$ cat src/rtl/butter_seq_if.sv
// rtl/butter_seq_if.sv - control, sample stream, filter and result stream bundle for butter_seq
interface butter_seq_if #(
    parameter int DW    = 16,
    parameter int CNT_W = 12
);
    logic             start;
    logic [CNT_W-1:0] len;
    logic             abort;
    logic [DW-1:0]    in_data;
    logic             in_valid;
    logic             in_ready;
    logic             filt_rst;
    logic             filt_en;
    logic [DW-1:0]    filt_data;
    logic [DW-1:0]    filt_out;
    logic [DW-1:0]    out_data;
    logic             out_valid;
    logic             out_ready;
    logic             busy;
    logic             done;

    modport master (
        output start, len, abort, in_data, in_valid, filt_out, out_ready,
        input  in_ready, filt_rst, filt_en, filt_data, out_data, out_valid, busy, done
    );

    modport slave (
        input  start, len, abort, in_data, in_valid, filt_out, out_ready,
        output in_ready, filt_rst, filt_en, filt_data, out_data, out_valid, busy, done
    );
endinterface

$ cat src/rtl/butter_seq.sv
// rtl/butter_seq.sv - block sequencer feeding, flushing and draining the Butterworth low-pass filter
module butter_seq #(
    parameter int DW      = 16,
    parameter int LAT     = 4,
    parameter int CLR_CYC = 2,
    parameter int CNT_W   = 12
) (
    input  logic        clk,
    input  logic        rst_n,
    butter_seq_if.slave bus
);
    localparam int CLR_W = $clog2(CLR_CYC) + 1;
    localparam int FL_W  = $clog2(LAT) + 1;

    typedef enum logic [2:0] {IDLE, CLEAR, RUN, DRAIN, WAIT} state_t;

    state_t           state, state_nxt;
    logic [CNT_W-1:0] len_q, smp_cnt, res_cnt;
    logic [CLR_W-1:0] clr_cnt;
    logic [FL_W-1:0]  flush_cnt;
    logic [LAT-1:0]   tag;
    logic             filt_en_q, cap_q, out_valid_q, done_q;
    logic [DW-1:0]    filt_data_q, out_data_q;

    logic busy, kill, slot_ok, en_ok, in_ready_c, acc, flush_go, issue;
    logic out_hs, capture, finish;

    always_comb begin
        busy       = (state != IDLE);
        kill       = busy && bus.abort;
        out_hs     = out_valid_q && bus.out_ready;
        slot_ok    = !out_valid_q || bus.out_ready;
        // One enable in flight at a time: its result must land in a free slot before the next issue.
        en_ok      = !filt_en_q && !cap_q && slot_ok && !kill;
        in_ready_c = (state == RUN) && en_ok && (smp_cnt != len_q);
        acc        = in_ready_c && bus.in_valid;
        flush_go   = (state == DRAIN) && en_ok && (flush_cnt != FL_W'(LAT));
        issue      = acc || flush_go;
        // After an enable the tag MSB marks whether the filter output belongs to a real sample.
        capture    = cap_q && tag[LAT-1];
        finish     = (state == WAIT) &&
                     ((res_cnt == len_q) || (out_hs && (res_cnt == len_q - CNT_W'(1))));
    end

    always_comb begin
        state_nxt = state;
        case (state)
            IDLE:    if (bus.start && (bus.len != '0)) state_nxt = CLEAR;
            CLEAR:   if (clr_cnt == CLR_W'(CLR_CYC - 1)) state_nxt = RUN;
            RUN:     if (acc && (smp_cnt == len_q - CNT_W'(1))) state_nxt = DRAIN;
            DRAIN:   if (flush_go && (flush_cnt == FL_W'(LAT - 1))) state_nxt = WAIT;
            WAIT:    if (finish) state_nxt = IDLE;
            default: state_nxt = IDLE;
        endcase
        if (kill) state_nxt = IDLE;
    end

    always_ff @(posedge clk or negedge rst_n) begin
        if (!rst_n) state <= IDLE;
        else        state <= state_nxt;
    end

    always_ff @(posedge clk or negedge rst_n) begin
        if (!rst_n) begin
            len_q       <= '0;
            smp_cnt     <= '0;
            res_cnt     <= '0;
            clr_cnt     <= '0;
            flush_cnt   <= '0;
            tag         <= '0;
            filt_en_q   <= 1'b0;
            cap_q       <= 1'b0;
            out_valid_q <= 1'b0;
            done_q      <= 1'b0;
            filt_data_q <= '0;
            out_data_q  <= '0;
        end else begin
            done_q    <= !kill && (((state == IDLE) && bus.start && (bus.len == '0)) || finish);
            filt_en_q <= issue;
            cap_q     <= filt_en_q && !kill;

            if (acc)           filt_data_q <= bus.in_data;
            else if (flush_go) filt_data_q <= '0;

            if (kill) begin
                out_valid_q <= 1'b0;
                tag         <= '0;
            end else begin
                if (capture) begin
                    out_data_q  <= bus.filt_out;
                    out_valid_q <= 1'b1;
                end else if (out_hs) begin
                    out_valid_q <= 1'b0;
                end
                if (state == CLEAR) tag <= '0;
                else if (issue)     tag <= {tag[LAT-2:0], acc};
            end

            if ((state == IDLE) && bus.start) begin
                len_q   <= bus.len;
                clr_cnt <= '0;
            end

            if (state == CLEAR) begin
                clr_cnt   <= clr_cnt + 1'b1;
                smp_cnt   <= '0;
                flush_cnt <= '0;
                res_cnt   <= '0;
            end else begin
                if (acc)            smp_cnt   <= smp_cnt + 1'b1;
                if (flush_go)       flush_cnt <= flush_cnt + 1'b1;
                if (out_hs && busy) res_cnt   <= res_cnt + 1'b1;
            end
        end
    end

    assign bus.in_ready  = in_ready_c;
    assign bus.filt_rst  = (state == CLEAR);
    assign bus.filt_en   = filt_en_q;
    assign bus.filt_data = filt_data_q;
    assign bus.out_data  = out_data_q;
    assign bus.out_valid = out_valid_q;
    assign bus.busy      = busy;
    assign bus.done      = done_q;
endmodule

$ cat src/flat_wrapper.sv
// flat-port wrapper written by rule: the top's interface ports become plain ports
module butter_seq_flat 
#(
    parameter int DW      = 16,
    parameter int LAT     = 4,
    parameter int CLR_CYC = 2,
    parameter int CNT_W   = 12
)
  (clk, rst_n, bus_start, bus_len, bus_abort, bus_in_data, bus_in_valid, bus_filt_out, bus_out_ready, bus_in_ready, bus_filt_rst, bus_filt_en, bus_filt_data, bus_out_data, bus_out_valid, bus_busy, bus_done);
  butter_seq_if #(.DW(DW), .CNT_W(CNT_W)) bus_i ();
  input  logic clk;
  input  logic rst_n;
  input wire logic [$bits(bus_i.start)-1:0] bus_start;
  input wire logic [$bits(bus_i.len)-1:0] bus_len;
  input wire logic [$bits(bus_i.abort)-1:0] bus_abort;
  input wire logic [$bits(bus_i.in_data)-1:0] bus_in_data;
  input wire logic [$bits(bus_i.in_valid)-1:0] bus_in_valid;
  input wire logic [$bits(bus_i.filt_out)-1:0] bus_filt_out;
  input wire logic [$bits(bus_i.out_ready)-1:0] bus_out_ready;
  output wire logic [$bits(bus_i.in_ready)-1:0] bus_in_ready;
  output wire logic [$bits(bus_i.filt_rst)-1:0] bus_filt_rst;
  output wire logic [$bits(bus_i.filt_en)-1:0] bus_filt_en;
  output wire logic [$bits(bus_i.filt_data)-1:0] bus_filt_data;
  output wire logic [$bits(bus_i.out_data)-1:0] bus_out_data;
  output wire logic [$bits(bus_i.out_valid)-1:0] bus_out_valid;
  output wire logic [$bits(bus_i.busy)-1:0] bus_busy;
  output wire logic [$bits(bus_i.done)-1:0] bus_done;
  assign bus_i.start = bus_start;
  assign bus_i.len = bus_len;
  assign bus_i.abort = bus_abort;
  assign bus_i.in_data = bus_in_data;
  assign bus_i.in_valid = bus_in_valid;
  assign bus_i.filt_out = bus_filt_out;
  assign bus_i.out_ready = bus_out_ready;
  assign bus_in_ready = bus_i.in_ready;
  assign bus_filt_rst = bus_i.filt_rst;
  assign bus_filt_en = bus_i.filt_en;
  assign bus_filt_data = bus_i.filt_data;
  assign bus_out_data = bus_i.out_data;
  assign bus_out_valid = bus_i.out_valid;
  assign bus_busy = bus_i.busy;
  assign bus_done = bus_i.done;
  butter_seq #(.DW(DW), .LAT(LAT), .CLR_CYC(CLR_CYC), .CNT_W(CNT_W)) u_core (.clk(clk), .rst_n(rst_n), .bus(bus_i));
endmodule
$ cat config.mk
export PLATFORM = sky130hd
export DESIGN_NAME = butter_seq_flat
export DESIGN_NICKNAME = d
export VERILOG_FILES = /design/src/rtl/butter_seq_if.sv /design/src/rtl/butter_seq.sv /design/src/flat_wrapper.sv
export SDC_FILE = /design/constraint.sdc
export NUM_CORES = 1
export LEC_CHECK = 0
export BUFFER_PORTS_ARGS = -buffer_cell sky130_fd_sc_hd__clkbuf_2
export CORE_ASPECT_RATIO = 1.75
export CORE_UTILIZATION = 24
export DETAILED_ROUTE_END_ITERATION = 16
export PLACE_DENSITY = 0.47
export SETUP_SLACK_MARGIN = 0.05
export SYNTH_ARGS = -nofsm -noshare
export SYNTH_HDL_FRONTEND = slang
export SYNTH_SLANG_ARGS = --single-unit
$ cat constraint.sdc
create_clock -name clk -period 3.5 [get_ports clk]
set_clock_uncertainty 0.2 [all_clocks]
set_input_delay 0.35 -clock clk [delete_from_list [all_inputs] [get_ports clk]]
set_output_delay 0.35 -clock clk [all_outputs]
set_load 0.005 [all_outputs]
==> results_tabular.tex <==
\begin{tabular}{lr}
\hline
Metric & Value \\
\hline
\multicolumn{2}{l}{\textbf{Route}} \\
\quad Post-DRT Antenna Nets & 0 \\
\quad Mean number of vias per cell & 4.75 \\
\quad DR pass1 iterations & 4 \\
\quad Detailed-route DRC error count & 0 \\
\quad Detailed-route wire length & 13,800 microns \\
\quad Routed WL per cell & 16.9 microns \\
\quad DR vias & 3,883 \\
\quad First-iteration detailed-routing DRC count & 151 \\
\multicolumn{2}{l}{\textbf{Power}} \\
\quad Net switching power & 1.50 mW \\
\quad PwrDens & 669 mW/mm\^{}2 \\
\quad Clock network fraction of design power & 25.1\% \\
\quad Fraction of power consumed by combinational cells & 38.2\% \\
\quad Peak VDD IR & 286 uV \\
\quad Sequential Power Share & 36.7\% \\
\quad Switching part of the total power & 40.0\% \\
\quad Leakage dissipation & 2.52 nW \\
\quad Cell-internal power & 2.26 mW \\
\quad Total design power & 3.76 mW \\
\multicolumn{2}{l}{\textbf{Cells and area}} \\
\quad Final nets & 632 \\
\quad Filler Cells Inserted & 1,961 \\
\quad Share of final-layout standard cells stronger than drive strength 1 & 25.7\% \\
\quad Leading cell types in the layout, fill and taps excluded & sky130\_fd\_sc\_hd\_\_clkbuf\_2, sky130\_fd\_sc\_hd\_\_dfrtp\_1, sky130\_fd\_sc\_hd\_\_nand2\_1, sky130\_fd\_sc\_hd\_\_xnor2\_1, sky130\_fd\_sc\_hd\_\_nand3\_1 \\
\quad Most common library cell in the layout ignoring fill and taps & sky130\_fd\_sc\_hd\_\_clkbuf\_2 \\
\quad Area added between synthesis and finish & 21.9\% \\
\quad Diodes inserted & 0 \\
\quad Final std cell area, no fill & 0.00562 sq mm \\
\multicolumn{2}{l}{\textbf{STA}} \\
\quad Peak Freq & 339 MHz \\
\quad Period minus WS final & 2.95 ns \\
\quad Relative slew slack & 58.9\% \\
\quad Setup slack after layout & 0.549 ns \\
\quad Unrepaired setup endpoints after global routing & false \\
\quad Final period utilization & 84.3\% \\
\quad Hold WS & 0.0122 ns \\
\quad Final setup violation count & 0 \\
\quad Setup TNS Final & 0 ns \\
\quad Slew Limit Fails & 0 \\
\quad Slew at the pin closest to its max-slew limit & 0.614 ns \\
\quad Hold Vio Cnt, Final & 0 \\
\multicolumn{2}{l}{\textbf{Clocking}} \\
\quad Level count of the clock H-tree & 3 \\
\quad Clk\_lat worst skew & 0.35 ns \\
\quad Clock-pin slew on the worst setup and hold paths & 0.07 ns \\
\quad Bufs on Longest Clock Path & 2 \\
\quad Post-CTS Repair Setup Buffers & 0 \\
\quad CTS sink count & 84 \\
\quad Inserted Clock Buffers & 9 \\
\quad Library cell used as clock root buffer & sky130\_fd\_sc\_hd\_\_clkbuf\_16 \\
\quad CTS tree & done \\
\multicolumn{2}{l}{\textbf{Synthesis}} \\
\quad Summed instance area of the synthesized netlist & 0.00461 sq mm \\
\quad Main flop type after synthesis & sky130\_fd\_sc\_hd\_\_dfrtp\_1 \\
\quad Synthesized netlist net count & 550 \\
\quad Avg Synthesized Cell Area & 9.36 sq um \\
\quad EDFF count, synth & 0 \\
\quad Post-synthesis cell count & 493 \\
\quad YS warnings & 0 \\
\quad Sequential fraction of the synthesis area & 45.6\% \\
\quad FFs w/ async S/R, synth & 100\% \\
\quad FF+latch count, synth & 84 \\
\quad Post-synth cell types & 56 \\
\multicolumn{2}{l}{\textbf{GRT}} \\
\quad Global-route wire length before repair & 22,100 microns \\
\quad GRT Overall Usage & 15.0\% \\
\quad Total congestion overflow after global routing & 0 \\
\quad Number of antenna violations at the first check in global routing & 0 \\
\quad Vias in the first global route & 4,099 \\
\quad Pin count of the biggest net entering global routing & 34 \\
\multicolumn{2}{l}{\textbf{Status}} \\
\quad Outcome & finished, final reports clean \\
\multicolumn{2}{l}{\textbf{Hold path}} \\
\quad Path type of the worst min-delay path & input port to flop \\
\multicolumn{2}{l}{\textbf{Die}} \\
\quad Chip width & 107 microns \\
\quad Number of placement rows & 66 \\
\quad Initial standard-cell utilization of the core & 24.6\% \\
\quad Number of ports placed on the die boundary & 88 \\
\quad Die span in y & 185 microns \\
\quad Core area & 0.0187 sq mm \\
\quad Total die area & 0.0198 sq mm \\
\multicolumn{2}{l}{\textbf{Worst setup path}} \\
\quad Worst-path fanout max & 9 \\
\quad Arrival time at the worst endpoint & 3.03 ns \\
\quad Capturing element type of the critical path & flop \\
\quad Worst path required time & 3.58 ns \\
\quad Critical setup path kind & flop to flop \\
\quad Nature of the critical path startpoint & flop \\
\multicolumn{2}{l}{\textbf{Run}} \\
\quad Max\_cap viols & 0 \\
\multicolumn{2}{l}{\textbf{Placed design}} \\
\quad Buffers on Ports & 87 \\
\quad Placed standard-cell area & 0.00533 sq mm \\
\quad GP Congestion & 0.899 \\
\quad Sum of net half-perimeters after detailed placement & 10,900 microns \\
\quad Worst Setup Slack post-DPL & 0.533 ns \\
\hline
\end{tabular}
[routing by layer]
layer,GRT usage [%],vias to the layer above,wire [microns]
li1,-,1874,-
met1,15.0,1864,5060
met2,28.8,117,7590
met3,2.53,28,561
met4,8.22,0,575
met5,0,-,0
[repair_timing]
| item | CTS | global route |
|---|---|---|
| gates resized for setup | 0 | 0 |
| hold buffers | 1 | 0 |
| endpoints found under the hold margin | 24 | 0 |
[worst max-delay path, stage by stage (launching register included)]
cell and delay (ns):
sky130_fd_sc_hd__dfrtp_1 0.49, sky130_fd_sc_hd__inv_1 0.14, sky130_fd_sc_hd__ha_1 0.16, sky130_fd_sc_hd__buf_4 0.17, sky130_fd_sc_hd__nor3b_1 0.31, sky130_fd_sc_hd__buf_4 0.21, sky130_fd_sc_hd__nand3_1 0.18, sky130_fd_sc_hd__xor2_1 0.22
sky130_fd_sc_hd__a2111o_1 0.37, sky130_fd_sc_hd__o31ai_1 0.22, sky130_fd_sc_hd__and4b_1 0.21
[logic make-up after synthesis]
logic type,synth area share (%)
simple gates,20.6
compound gates,11.7
flops,45.6
buf+inv,5.56
xor+xnor,9.68
mux,4.99
fa+ha+maj,1.90
[power groups by stage]
stage,Sequential [mW],Clock (mW),Combinational (mW)
floorplan,1.29,0,1.00
global placement,1.40,0,1.46
detailed placement,1.40,0,1.45
CTS,1.39,0.985,1.46
global route,1.41,1.01,1.60
finish,1.38,0.945,1.44
[cell usage after synthesis, types with 2 or more instances]
| cell type | n | area [sq um] |
|---|---|---|
| sky130_fd_sc_hd__and2_1 | 4 | 25.0 |
| sky130_fd_sc_hd__a2111oi_0 | 2 | 17.5 |
| sky130_fd_sc_hd__nand2_1 | 54 | 203 |
| sky130_fd_sc_hd__or4_1 | 8 | 60.1 |
| sky130_fd_sc_hd__clkbuf_1 | 22 | 82.6 |
| sky130_fd_sc_hd__nand2b_1 | 6 | 37.5 |
| sky130_fd_sc_hd__nor2b_1 | 3 | 18.8 |
| sky130_fd_sc_hd__nor4_1 | 4 | 25.0 |
| sky130_fd_sc_hd__nor3_1 | 9 | 45.0 |
| sky130_fd_sc_hd__o21ai_0 | 32 | 160 |
| sky130_fd_sc_hd__nor3_2 | 3 | 30.0 |
| sky130_fd_sc_hd__a22oi_1 | 3 | 22.5 |
| sky130_fd_sc_hd__o211ai_1 | 3 | 22.5 |
| sky130_fd_sc_hd__a31oi_1 | 3 | 18.8 |
| sky130_fd_sc_hd__dfrtp_1 | 84 | 2100 |
| sky130_fd_sc_hd__buf_6 | 2 | 22.5 |
| sky130_fd_sc_hd__or4b_1 | 2 | 20.0 |
| sky130_fd_sc_hd__inv_1 | 30 | 113 |
| sky130_fd_sc_hd__buf_1 | 5 | 18.8 |
| sky130_fd_sc_hd__ha_1 | 7 | 87.6 |
| sky130_fd_sc_hd__xnor2_1 | 36 | 315 |
| sky130_fd_sc_hd__mux2_2 | 16 | 180 |
| sky130_fd_sc_hd__nor2_1 | 27 | 101 |
| sky130_fd_sc_hd__o31ai_1 | 8 | 60.1 |
| sky130_fd_sc_hd__or3_1 | 2 | 12.5 |
| sky130_fd_sc_hd__o21a_1 | 4 | 30.0 |
| sky130_fd_sc_hd__xor2_1 | 15 | 131 |
| sky130_fd_sc_hd__a21oi_1 | 14 | 70.1 |
| sky130_fd_sc_hd__nand4_1 | 12 | 75.1 |
| sky130_fd_sc_hd__or2_2 | 4 | 25.0 |
| sky130_fd_sc_hd__nand3_1 | 35 | 175 |
| sky130_fd_sc_hd__and3_1 | 3 | 18.8 |
| sky130_fd_sc_hd__buf_2 | 3 | 15.0 |
| sky130_fd_sc_hd__a2111o_1 | 2 | 22.5 |
| sky130_fd_sc_hd__mux2i_1 | 5 | 50.1 |
[path summary, 6_finish.rpt]
| path | startpoint | to | cells after the start | slack, ns |
|---|---|---|---|---|
| setup / recovery | u_core.len_q[0] | u_core.state[0] | 10 | 0.55 |
| setup reg to reg | u_core.len_q[0] | u_core.state[0] | 10 | 0.55 |
| min in group asynchronous | rst_n | u_core.bus.out_data[0] | 2 | 0.25 |
| max in group asynchronous | rst_n | u_core.bus.out_data[8] | 3 | 2.09 |
| hold / removal | bus_len[3] | u_core.len_q[3] | 3 | 0.01 |
| hold reg to reg | u_core.bus.filt_data[9] | u_core.bus.filt_data[9] | 2 | 0.31 |
[flip-flops by register name (all words and copies together), names as in the netlist]
name and count:
u_core.bus.out_data 16, u_core.tag 4, u_core.state 3, u_core.len_q 12, u_core.bus.done 1, u_core.flush_cnt 3
u_core.bus.out_valid 1, u_core.clr_cnt 2, u_core.res_cnt 12, u_core.cap_q 1, u_core.smp_cnt 12, u_core.bus.filt_en 1
u_core.bus.filt_data 16
[final cells by class]
cell class	instances	area (sq um)	area share, %
Inverter	30	113	2.00
Clock inverter	7	62.6	1.11
Multi-Input combinational cell	346	2250	40.1
Timing Repair Buffer	104	568	10.1
Clock buffer	9	225	4.01
Sequential cell	84	2100	37.4
Tap cell	238	298	5.30
[through the flow]
stage / util (%) / instances
floorplan: - / 493
global placement: 28.4 / 801
detailed placement: 28.4 / 801
CTS: 30.0 / 818
global route: 30.0 / 818
finish: 30.0 / 818
No activity file was read; power rests on OpenSTA's default activity.
